**src/rtl/eth_arp_pkg.sv**
```systemverilog
// Shared types and constants for the ARP resolver: table entry layout,
// resolver FSM states and the broadcast/zero address constants.
package eth_arp_pkg;

    localparam logic [31:0] IP_BCAST  = 32'hFFFF_FFFF;
    localparam logic [47:0] MAC_BCAST = 48'hFFFF_FFFF_FFFF;
    localparam logic [47:0] MAC_ZERO  = 48'h0;

    typedef struct packed {
        logic        valid;
        logic [31:0] ip;
        logic [47:0] mac;
    } arp_entry_t;

    typedef enum logic [2:0] {
        ST_IDLE,
        ST_LOOKUP,
        ST_TRIG,
        ST_WAIT,
        ST_RESP
    } arp_state_e;

    // Sender IPs of 0 (probes) and broadcast never enter the table.
    function automatic logic learn_ok(input logic vld, input logic [31:0] ip);
        return vld && (ip != 32'h0) && (ip != IP_BCAST);
    endfunction

endpackage

```
**src/rtl/arp_cache_table.sv**
```systemverilog
// IP->MAC entry store: update-or-insert learn port with round-robin
// replacement of the oldest inserted entry, plus a parallel lookup port.
module arp_cache_table
    import eth_arp_pkg::*;
#(
    parameter int ENTRIES = 8
) (
    input  logic        logic_clk,
    input  logic        logic_rstn,
    input  logic        learn_valid,
    input  logic [31:0] learn_ip,
    input  logic [47:0] learn_mac,
    input  logic [31:0] lookup_ip,
    output logic        lookup_hit,
    output logic [47:0] lookup_mac
);

    localparam int IDX_W = $clog2(ENTRIES);

    arp_entry_t       entries [ENTRIES];
    logic [IDX_W-1:0] replace_ptr;
    logic [IDX_W-1:0] learn_idx;
    logic             learn_hit;
    logic             learn_en;

    assign learn_en = learn_ok(learn_valid, learn_ip);

    always_comb begin
        learn_hit = 1'b0;
        learn_idx = '0;
        for (int i = 0; i < ENTRIES; i++) begin
            if (entries[i].valid && entries[i].ip == learn_ip) begin
                learn_hit = 1'b1;
                learn_idx = IDX_W'(i);
            end
        end
    end

    always_comb begin
        lookup_hit = 1'b0;
        lookup_mac = MAC_ZERO;
        for (int i = 0; i < ENTRIES; i++) begin
            if (entries[i].valid && entries[i].ip == lookup_ip) begin
                lookup_hit = 1'b1;
                lookup_mac = entries[i].mac;
            end
        end
    end

    // Only the valid bits and pointer are reset; ip/mac are qualified by valid.
    always_ff @(posedge logic_clk) begin
        if (!logic_rstn) begin
            replace_ptr <= '0;
            for (int i = 0; i < ENTRIES; i++) begin
                entries[i].valid <= 1'b0;
            end
        end else if (learn_en) begin
            if (learn_hit) begin
                entries[learn_idx].mac <= learn_mac;
            end else begin
                entries[replace_ptr] <= '{valid: 1'b1, ip: learn_ip, mac: learn_mac};
                replace_ptr          <= replace_ptr + 1'b1;
            end
        end
    end

endmodule

```
**src/rtl/arp_cache.sv**
```systemverilog
// IP->MAC resolver: answers one query at a time from the learned table,
// otherwise triggers ARP requests with timeout/retry until learned or failed.
module arp_cache
    import eth_arp_pkg::*;
#(
    parameter int ENTRIES        = 8,
    parameter int TIMEOUT_CYCLES = 200_000_000,
    parameter int ARP_RETRY      = 3
) (
    input  logic        logic_clk,
    input  logic        logic_rstn,
    input  logic [31:0] arp_query_ip_in,
    input  logic        arp_query_valid_in,
    output logic        arp_query_ready_out,
    output logic [47:0] arp_response_mac_out,
    output logic        arp_response_valid_out,
    input  logic        arp_response_ready_in,
    output logic        arp_response_err_out,
    output logic        trig_arp_qvalid_out,
    output logic [31:0] trig_arp_ip_out,
    input  logic        trig_arp_qready_in,
    input  logic        arp_learn_valid_in,
    input  logic [31:0] arp_learn_ip_in,
    input  logic [47:0] arp_learn_mac_in
);

    localparam logic [31:0] TIMER_LAST = 32'(TIMEOUT_CYCLES - 1);
    localparam logic [7:0]  RETRY_MAX  = 8'(ARP_RETRY);

    arp_state_e  state, state_nxt;
    logic [31:0] query_ip, query_ip_nxt;
    logic [31:0] timer, timer_nxt;
    logic [7:0]  retry_cnt, retry_nxt;
    logic        query_ready_nxt;
    logic        resp_valid_nxt;
    logic [47:0] resp_mac_nxt;
    logic        resp_err_nxt;
    logic        trig_valid_nxt;
    logic [31:0] trig_ip_nxt;
    logic        tbl_hit;
    logic [47:0] tbl_mac;
    logic        learn_match;

    arp_cache_table #(
        .ENTRIES (ENTRIES)
    ) u_table (
        .logic_clk   (logic_clk),
        .logic_rstn  (logic_rstn),
        .learn_valid (arp_learn_valid_in),
        .learn_ip    (arp_learn_ip_in),
        .learn_mac   (arp_learn_mac_in),
        .lookup_ip   (query_ip),
        .lookup_hit  (tbl_hit),
        .lookup_mac  (tbl_mac)
    );

    // A learn arriving this cycle is newer than anything the table can show yet.
    assign learn_match = learn_ok(arp_learn_valid_in, arp_learn_ip_in)
                         && (arp_learn_ip_in == query_ip);

    always_comb begin
        state_nxt      = state;
        query_ip_nxt   = query_ip;
        timer_nxt      = timer;
        retry_nxt      = retry_cnt;
        resp_valid_nxt = arp_response_valid_out;
        resp_mac_nxt   = arp_response_mac_out;
        resp_err_nxt   = arp_response_err_out;
        trig_valid_nxt = trig_arp_qvalid_out;
        trig_ip_nxt    = trig_arp_ip_out;

        unique case (state)
            ST_IDLE: begin
                if (arp_query_valid_in && arp_query_ready_out) begin
                    query_ip_nxt = arp_query_ip_in;
                    state_nxt    = ST_LOOKUP;
                end
            end
            ST_LOOKUP: begin
                if (query_ip == IP_BCAST || learn_match || tbl_hit) begin
                    state_nxt      = ST_RESP;
                    resp_valid_nxt = 1'b1;
                    resp_err_nxt   = 1'b0;
                    if (query_ip == IP_BCAST) begin
                        resp_mac_nxt = MAC_BCAST;
                    end else if (learn_match) begin
                        resp_mac_nxt = arp_learn_mac_in;
                    end else begin
                        resp_mac_nxt = tbl_mac;
                    end
                end else begin
                    state_nxt      = ST_TRIG;
                    retry_nxt      = '0;
                    trig_valid_nxt = 1'b1;
                    trig_ip_nxt    = query_ip;
                end
            end
            ST_TRIG: begin
                if (trig_arp_qready_in) begin
                    trig_valid_nxt = 1'b0;
                    timer_nxt      = '0;
                    state_nxt      = ST_WAIT;
                end
            end
            ST_WAIT: begin
                timer_nxt = timer + 32'd1;
                if (learn_match) begin
                    state_nxt      = ST_RESP;
                    resp_valid_nxt = 1'b1;
                    resp_mac_nxt   = arp_learn_mac_in;
                    resp_err_nxt   = 1'b0;
                end else if (timer == TIMER_LAST) begin
                    if (retry_cnt < RETRY_MAX) begin
                        retry_nxt      = retry_cnt + 8'd1;
                        state_nxt      = ST_TRIG;
                        trig_valid_nxt = 1'b1;
                    end else begin
                        state_nxt      = ST_RESP;
                        resp_valid_nxt = 1'b1;
                        resp_mac_nxt   = MAC_ZERO;
                        resp_err_nxt   = 1'b1;
                    end
                end
            end
            ST_RESP: begin
                if (arp_response_ready_in) begin
                    resp_valid_nxt = 1'b0;
                    state_nxt      = ST_IDLE;
                end
            end
            default: state_nxt = ST_IDLE;
        endcase

        query_ready_nxt = (state_nxt == ST_IDLE);
    end

    always_ff @(posedge logic_clk) begin
        if (!logic_rstn) begin
            state                  <= ST_IDLE;
            timer                  <= '0;
            retry_cnt              <= '0;
            arp_query_ready_out    <= 1'b0;
            arp_response_valid_out <= 1'b0;
            arp_response_mac_out   <= MAC_ZERO;
            arp_response_err_out   <= 1'b0;
            trig_arp_qvalid_out    <= 1'b0;
            trig_arp_ip_out        <= '0;
        end else begin
            state                  <= state_nxt;
            timer                  <= timer_nxt;
            retry_cnt              <= retry_nxt;
            arp_query_ready_out    <= query_ready_nxt;
            arp_response_valid_out <= resp_valid_nxt;
            arp_response_mac_out   <= resp_mac_nxt;
            arp_response_err_out   <= resp_err_nxt;
            trig_arp_qvalid_out    <= trig_valid_nxt;
            trig_arp_ip_out        <= trig_ip_nxt;
        end
    end

    always_ff @(posedge logic_clk) begin
        query_ip <= query_ip_nxt;
    end

endmodule

```
**config.mk**
```make
export PLATFORM = sky130hd
export DESIGN_NAME = arp_cache
export DESIGN_NICKNAME = d
export VERILOG_FILES = /design/src/rtl/eth_arp_pkg.sv /design/src/rtl/arp_cache_table.sv /design/src/rtl/arp_cache.sv
export SDC_FILE = /design/constraint.sdc
export NUM_CORES = 2
export LEC_CHECK = 0
export BUFFER_PORTS_ARGS = -buffer_cell sky130_fd_sc_hd__buf_2
export CORE_ASPECT_RATIO = 1.5
export CORE_UTILIZATION = 50
export CTS_CLUSTER_SIZE = 28
export DETAILED_ROUTE_END_ITERATION = 8
export GPL_ROUTABILITY_DRIVEN = 0
export PLACE_DENSITY = 0.75
export SYNTH_ARGS = -nofsm -noshare
export SYNTH_HDL_FRONTEND = slang
export SYNTH_HIERARCHICAL = 1
export SYNTH_SLANG_ARGS = --single-unit
```
**constraint.sdc**
```tcl
create_clock -name logic_clk -period 4.2 [get_ports logic_clk]
set_input_delay 0.21 -clock logic_clk [delete_from_list [all_inputs] [get_ports logic_clk]]
set_output_delay 0.21 -clock logic_clk [all_outputs]
set_load 0.005 [all_outputs]
```
# After elaboration in Yosys (flattened, before gate mapping)
# Memories as Yosys holds them, arrays and structs flattened.
# Index checks and enable logic that the tools add are counted.
# Widths: inputs -> output; s select.
dict set report op_classes {
  eq_ne 33
  n_addsub 3
  mux 83
  n_lt_le_gt_ge 1
  n_reduce_logical 39
  bitwise 2
}
# op count
set ops {}
lappend ops {{$mux 48} 14}
lappend ops {{$eq 32x32->1} 17}
lappend ops {{$mux 81} 2}
lappend ops {{$reduce_or 81->1} 2}
lappend ops {{$pmux 48 s2} 1}
lappend ops {{$pmux 32 s2} 1}
lappend ops {{$mux 3} 15}
lappend ops {{$mux 1} 38}
lappend ops {{$add 32x1->32 const B} 1}
lappend ops {{$eq 32x28->1 const B} 1}
lappend ops {{$eq 32x32->1 const B} 1}
lappend ops {{$mux 32} 1}
lappend ops {{$mux 8} 4}
lappend ops {{$ne 32x32->1 const B} 1}
lappend ops {{$reduce_bool 32->1} 1}
lappend ops {{$logic_and 1x1->1} 20}
lappend ops {{$pmux 8 s2} 1}
lappend ops {{$pmux 3 s5} 1}
lappend ops {{$ne 2x2->1 const B} 7}
lappend ops {{$reduce_and 5->1} 2}
lappend ops {{$add 8x1->8 const B} 1}
lappend ops {{$lt 8x2->1 const B} 1}
lappend ops {{$reduce_and 2->1} 4}
lappend ops {{$eq 3x2->1 const B} 2}
lappend ops {{other kinds (14)} 22}
dict set report totals {
  ff_bits 162
  ramBits 648
  n_memories 1
}
# name words word_bits read_ports rd_ports_with_merged_regs write_ports line
set mem_list {}
lappend mem_list {u_table.entries 8 81 8 0 8 arp_cache_table.sv:20} ;# arp_entry_t entries [ENTRIES];

# Logic depth before layout (Yosys ltp)
# An unclocked memory read counts as a cell.
dict set report logic_depth {
  ltp_word 18
  mapped_depth 17
}

# By module
# The synthesis kept the hierarchy.
# module seq_area_each_um2 cells_each instances area_each_um2
set by_module_without_submodules {}
lappend by_module_without_submodules {arp_cache_table 19438.6 2297 1 30496.7}
lappend by_module_without_submodules {arp_cache 3503.4 809 1 7653.6}

# Worst setup path before layout
# OpenSTA, ideal clock, no wires.
dict set report synth_path {
  kind {reg2reg}
  start {mem u_table/entries[1][74] (netlist name)}
  end {mem u_table/entries[3][0] (netlist name) (enable)}
  arrival_time_ps 4118
  setup_time_ps 454
  required_ps 3746
  path_stages_with_launch 9
  setup_slack_ps -372
  synth_period_minus_slack_ps 4572
  n_path_buf 0
  path_cell_list {edfxtp_1 > xor2_1 > nor4_1 > nand4_1 > or4_1 > o211a_1 > o221ai_1 > nand2b_1 > nor2_1}
}
# item line
set synth_lines {}
lappend synth_lines {{start, declared} arp_cache_table.sv:20}

# Worst setup path after layout
dict set report layout_path {
  start {reg query_ip[24]}
  end {reg arp_response_mac_out[37]}
}
# item line
set layout_lines {}
lappend layout_lines {{start, declared} arp_cache.sv:31} ;# logic [31:0] query_ip, query_ip_nxt;
lappend layout_lines {{start signal, assigned} arp_cache.sv:162} ;# query_ip <= query_ip_nxt;
lappend layout_lines {{$eq 32x32->1} arp_cache_table.sv:43} ;# if (entries[i].valid && entries[i].ip == lookup_ip) begin
lappend layout_lines {{$logic_and 1x1->1} arp_cache_table.sv:43}
lappend layout_lines {{$mux 1 (7 in series)} arp_cache_table.sv:43}
lappend layout_lines {{$mux 1 (*)} arp_cache_table.sv:43}
lappend layout_lines {{named net tbl_hit} arp_cache.sv:40} ;# logic tbl_hit;
lappend layout_lines {{$logic_or 1x1->1 (*)} arp_cache.sv:80} ;# if (query_ip == IP_BCAST || learn_match || tbl_hit) begin
lappend layout_lines {{$ne 2x2->1 (no line) (*)} --}
lappend layout_lines {{$reduce_and 4->1 (no line) (*)} --}
lappend layout_lines {{end signal, assigned} arp_cache.sv:154} ;# arp_response_mac_out <= resp_mac_nxt;
lappend layout_lines {{end, declared} arp_cache.sv:15} ;# output logic [47:0] arp_response_mac_out,
# Mark *: on every way through the listed nets, which the timed path passes. The rest lies on a longest branch. The select of a mux whose other input is x is not followed.
# A chain may end at the register's enable or synchronous reset.

==> metrics.csv <==
stage,metric,value,unit
run_status,outcome,"complete, but fails checks",
run_status,failing checks,"DRC, setup timing",
yosys,"EDFF count, synth",672,
clocking,deepest clock path buffer count,3,
yosys,Synth area leaders,"edfxtp_1 (53%), dfxtp_1 (7.2%), xor2_1 (7.0%)",
yosys,post-synth top area share,0.529,
yosys,Synth Register Bits,810,
min_path,min-delay worst type,input pin to register,
critical_path,critical-path cell list,xor2_1 -> nor4_1 -> nand4_1 -> or4_2 -> nand2_2 -> nor3b_1 -> nand3_1 -> a211oi_1 -> a211oi_1 -> or2_2 -> buf_12 -> o221a_2,
timing,Least-Margin Pin Slew,1.05,ns
floorplan,die span in y,340,um
global_routing,initial antenna violation count,2,
timing,final-report setup violation count,3,
cells_and_area,area delta synth->final,17.9,%
yosys,most numerous cell in the Yosys netlist,edfxtp_1,
clocking,total CTS buffers,78,
timing,Setup Skew,0.0355,ns
min_path,Hold Path End,u_table/entries[4][77],
global_routing,largest net degree at the start of global routing,96,
cells_and_area,footprint of the multi-input gates,13600,um^2
timing,Final Hold Viols,0,
critical_path,"slowest stage delay, CP",0.91,ns
yosys,syn_nets,3227,
clocking,clock transition at the registers of the reported paths,0.06,ns
yosys,area of the mapped netlist,38200,um^2
clocking,H-tree levels,3,
yosys,sequential share of the synthesized area,0.601,
drt,residual DRC count,2,
critical_path,Worst path top cell family by delay,simple AND/OR/NAND/NOR gates,
critical_path,most frequent cell on the critical path,a211oi_1,
timing,Fmax,238,MHz
cells_and_area,post-route cell area,45000,um^2
floorplan,I/O pin cnt,202,
timing,RSZ-0062 raised after global routing,no,
pwr,Final Total Pwr,18.8,mW
clocking,Setup Buffers After CTS,0,
critical_path,RR Endpoint,arp_response_mac_out[37],
timing,Final Critical Period,4.21,ns
critical_path,r2r setup slk,-0.007,ns
cells_and_area,layout cells sized above 1,0.186,
min_path,hold depth,1,
placement,hpwl dp,77400,um
clocking,clock sink total,810,
yosys,Post-synth ARST share,0,
cells_and_area,Register Area,22900,um^2
global_routing,met2 usage in global routing,0.504,
yosys,Synth area leader,edfxtp_1,
cells_and_area,n_diodes,0,
floorplan,cell row count,123,
pwr,Static Leak,16.2,nW
flow_run,Max Cap Viol,0,
pwr,Worst VDD drop,0.436,mV
global_routing,gr ovfl total,0,
placement,post-placement cell area,41300,um^2
critical_path,worst-path fanout max,26,
clocking,worst skew pair latency,0.66,ns
clocking,TritonCTS clock tree,done,
floorplan,initial core utilization,0.507,
yosys,"Distinct cells, synth",67,
global_routing,met3 Resource Use GR,0.0748,
global_routing,vias in the first global route,27900,
global_routing,first-pass GRT wire length,177000,um
placement,Port-buffer cells,201,
timing,Slew HR,0.299,
drt,DRT Pass-1 Iters,9,
critical_path,CP endpoint kind,register,
yosys,dominant synthesized flop cell,edfxtp_1,
clocking,Root Buffer,clkbuf_16,
drt,Iter 0 DRT Violations,3786,
critical_path,Crit-path slowest cell,edfxtp_1,
yosys,Avg Inst Size Synth,12.3,um^2
floorplan,die area,77400,um^2
global_routing,grt peak-use layer,met2,
global_routing,met1 Track Usage GR,0.365,
critical_path,"Req. time, crit path",4.79,ns
floorplan,Die W,228,um
pwr,Power Density,418,nW/um^2
min_path,hold path start,arp_learn_ip_in[29],
critical_path,worst reg2reg path depth,12,
timing,final worst-path cycle share,1.00,
drt,via density per instance,6.29,
global_routing,total track usage,0.313,
drt,final WL,122000,um
timing,setup ws final,-0.00706,ns
critical_path,Critical R2R Launch,query_ip[24],
drt,vias post-DR,28500,
cells_and_area,total of fill cells in the finished design,5673,
yosys,Post-synth top cells,"edfxtp_1 (672), xor2_1 (303), xnor2_1 (236)",
cells_and_area,NumNets Final,3585,
floorplan,core area,75300,um^2
drt,Antenna Nets Post-Route,0,
critical_path,Worst EP arrival,4.80,ns
yosys,synth warn,6,
critical_path,Worst Path Buf+Inv,1,
yosys,Mapped Cells,3106,
timing,fin. max-slew vios,0,
critical_path,crit path kind,register to register,
critical_path,Startpoint Class,register,
drt,per-cell routed wire length,26.9,um
worst max-delay path by stage:
stage | startpoint | end | cells past startpoint
6_report | query_ip[24] | arp_response_mac_out[37] | 12
5_1_grt | query_ip[16] | arp_response_mac_out[37] | 13
4_1_cts | query_ip[13] | arp_response_mac_out[37] | 13
3_5_place_dp | query_ip[21] | arp_response_mac_out[26] | 13
3_3_place_gp | query_ip[21] | arp_response_mac_out[34] | 13
2_1_floorplan | u_table/entries[1][74] | u_table/entries[3][0] | 8
flip-flops by register name, summed over array words and instances, names as in the netlist:
| signal | count |
|---|---|
| arp_response_valid_out | 1 |
| retry_cnt | 8 |
| u_table/entries | 648 |
| trig_arp_qvalid_out | 1 |
| u_table/replace_ptr | 3 |
| query_ip | 32 |
| arp_response_err_out | 1 |
| timer | 32 |
| state | 3 |
| trig_arp_ip_out | 32 |
| arp_response_mac_out | 48 |
| arp_query_ready_out | 1 |
power breakdown:
| part | total, mW | internal [mW] | switching [mW] |
|---|---|---|---|
| combinational | 2.11 | 0.780 | 1.33 |
| sequential | 9.20 | 8.95 | 0.251 |
| clock | 7.50 | 4.31 | 3.19 |
| total | 18.8 | 14.0 | 4.77 |
per-stage QoR:
step | hold slack (ns) | utilization | std cells | worst slack, ns | TNS, ns
3_3_place_gp | 0.387 | 0.549 | 4288 | 0.281 | 0
2_1_floorplan | 0.309 | - | 3106 | -0.372 | -121.52
4_1_cts | 0.00307 | 0.598 | 4529 | 0.127 | 0
6_report | 0.0268 | 0.598 | 4529 | -0.00706 | -0.00835
3_5_place_dp | 0.388 | 0.549 | 4288 | 0.197 | 0
5_1_grt | 0.0297 | 0.598 | 4529 | 0.0331 | 0
repair_timing:
item                                    4_1_cts  5_1_grt
endpoints found under the setup margin        0       31
hold endpoints to repair                    450        0
resized for setup                             0        1
hold buffers                                 96        0
cells by family (layout without fill, tap and decap cells):
family                   after synthesis  count (layout)  share of synthesized area
AO/OA/AOI/OAI                        427             427                     0.0787
AND/OR/NAND/NOR                      791             791                      0.111
multiplexers                         136             136                     0.0375
XOR/XNOR                             539             539                      0.124
flip-flops                           810             810                      0.601
adder cells (fa/ha/maj)                3               3                   0.000984
buffers and inverters                400             823                     0.0469
worst register-to-register path, stage by stage (launching register included):
cell and delay, ns:
edfxtp_1 0.91, xor2_1 0.15, nor4_1 0.44, nand4_1 0.17, or4_2 0.81, nand2_2 0.19, nor3b_1 0.07, nand3_1 0.20
a211oi_1 0.12, a211oi_1 0.32, or2_2 0.28, buf_12 0.22, o221a_2 0.28
metal layers:
layer,wire length [um],vias up,part of all wire
met5,13,-,0.00011
met4,10000,2,0.082
met3,13900,644,0.11
met2,57300,2034,0.47
met1,40700,13700,0.33
li1,-,12100,-
cell type report:
| class | instances | area share |
|---|---|---|
| Multi-Input combinational cell | 1896 | 0.302 |
| Timing Repair Buffer | 471 | 0.0823 |
| Sequential cell | 810 | 0.510 |
| Clock inverter | 43 | 0.0122 |
| Inverter | 207 | 0.0173 |
| Clock buffer | 102 | 0.0483 |
| Tap cell | 1000 | 0.0278 |
layout by cell type (no fill, tap or decap), types with 6 or more instances in the layout:
cell type,count
clkinv_2,14
nor2_4,8
o21ai_0,101
buf_12,34
mux2_2,54
or3_1,15
o21ai_1,12
buf_2,200
and2_1,11
o2111ai_1,6
nor3_1,32
nand4_1,165
dfxtp_1,138
nand4b_1,7
dlygate4sd3_1,96
o31ai_1,47
clkinv_1,7
a211oi_2,8
nor2_1,37
clkbuf_16,79
nand2_1,210
xnor2_1,236
clkbuf_8,11
a21oi_1,73
bufinv_16,10
o211ai_1,10
inv_1,206
nand3_1,93
edfxtp_1,672
mux2i_1,82
o221a_2,48
buf_4,141
clkbuf_1,12
nor2_2,8
nor4_1,134
o21a_1,51
and3_1,9
or4_1,9
a211oi_1,40
xor2_1,303
Power figures use the tool's default switching activity.
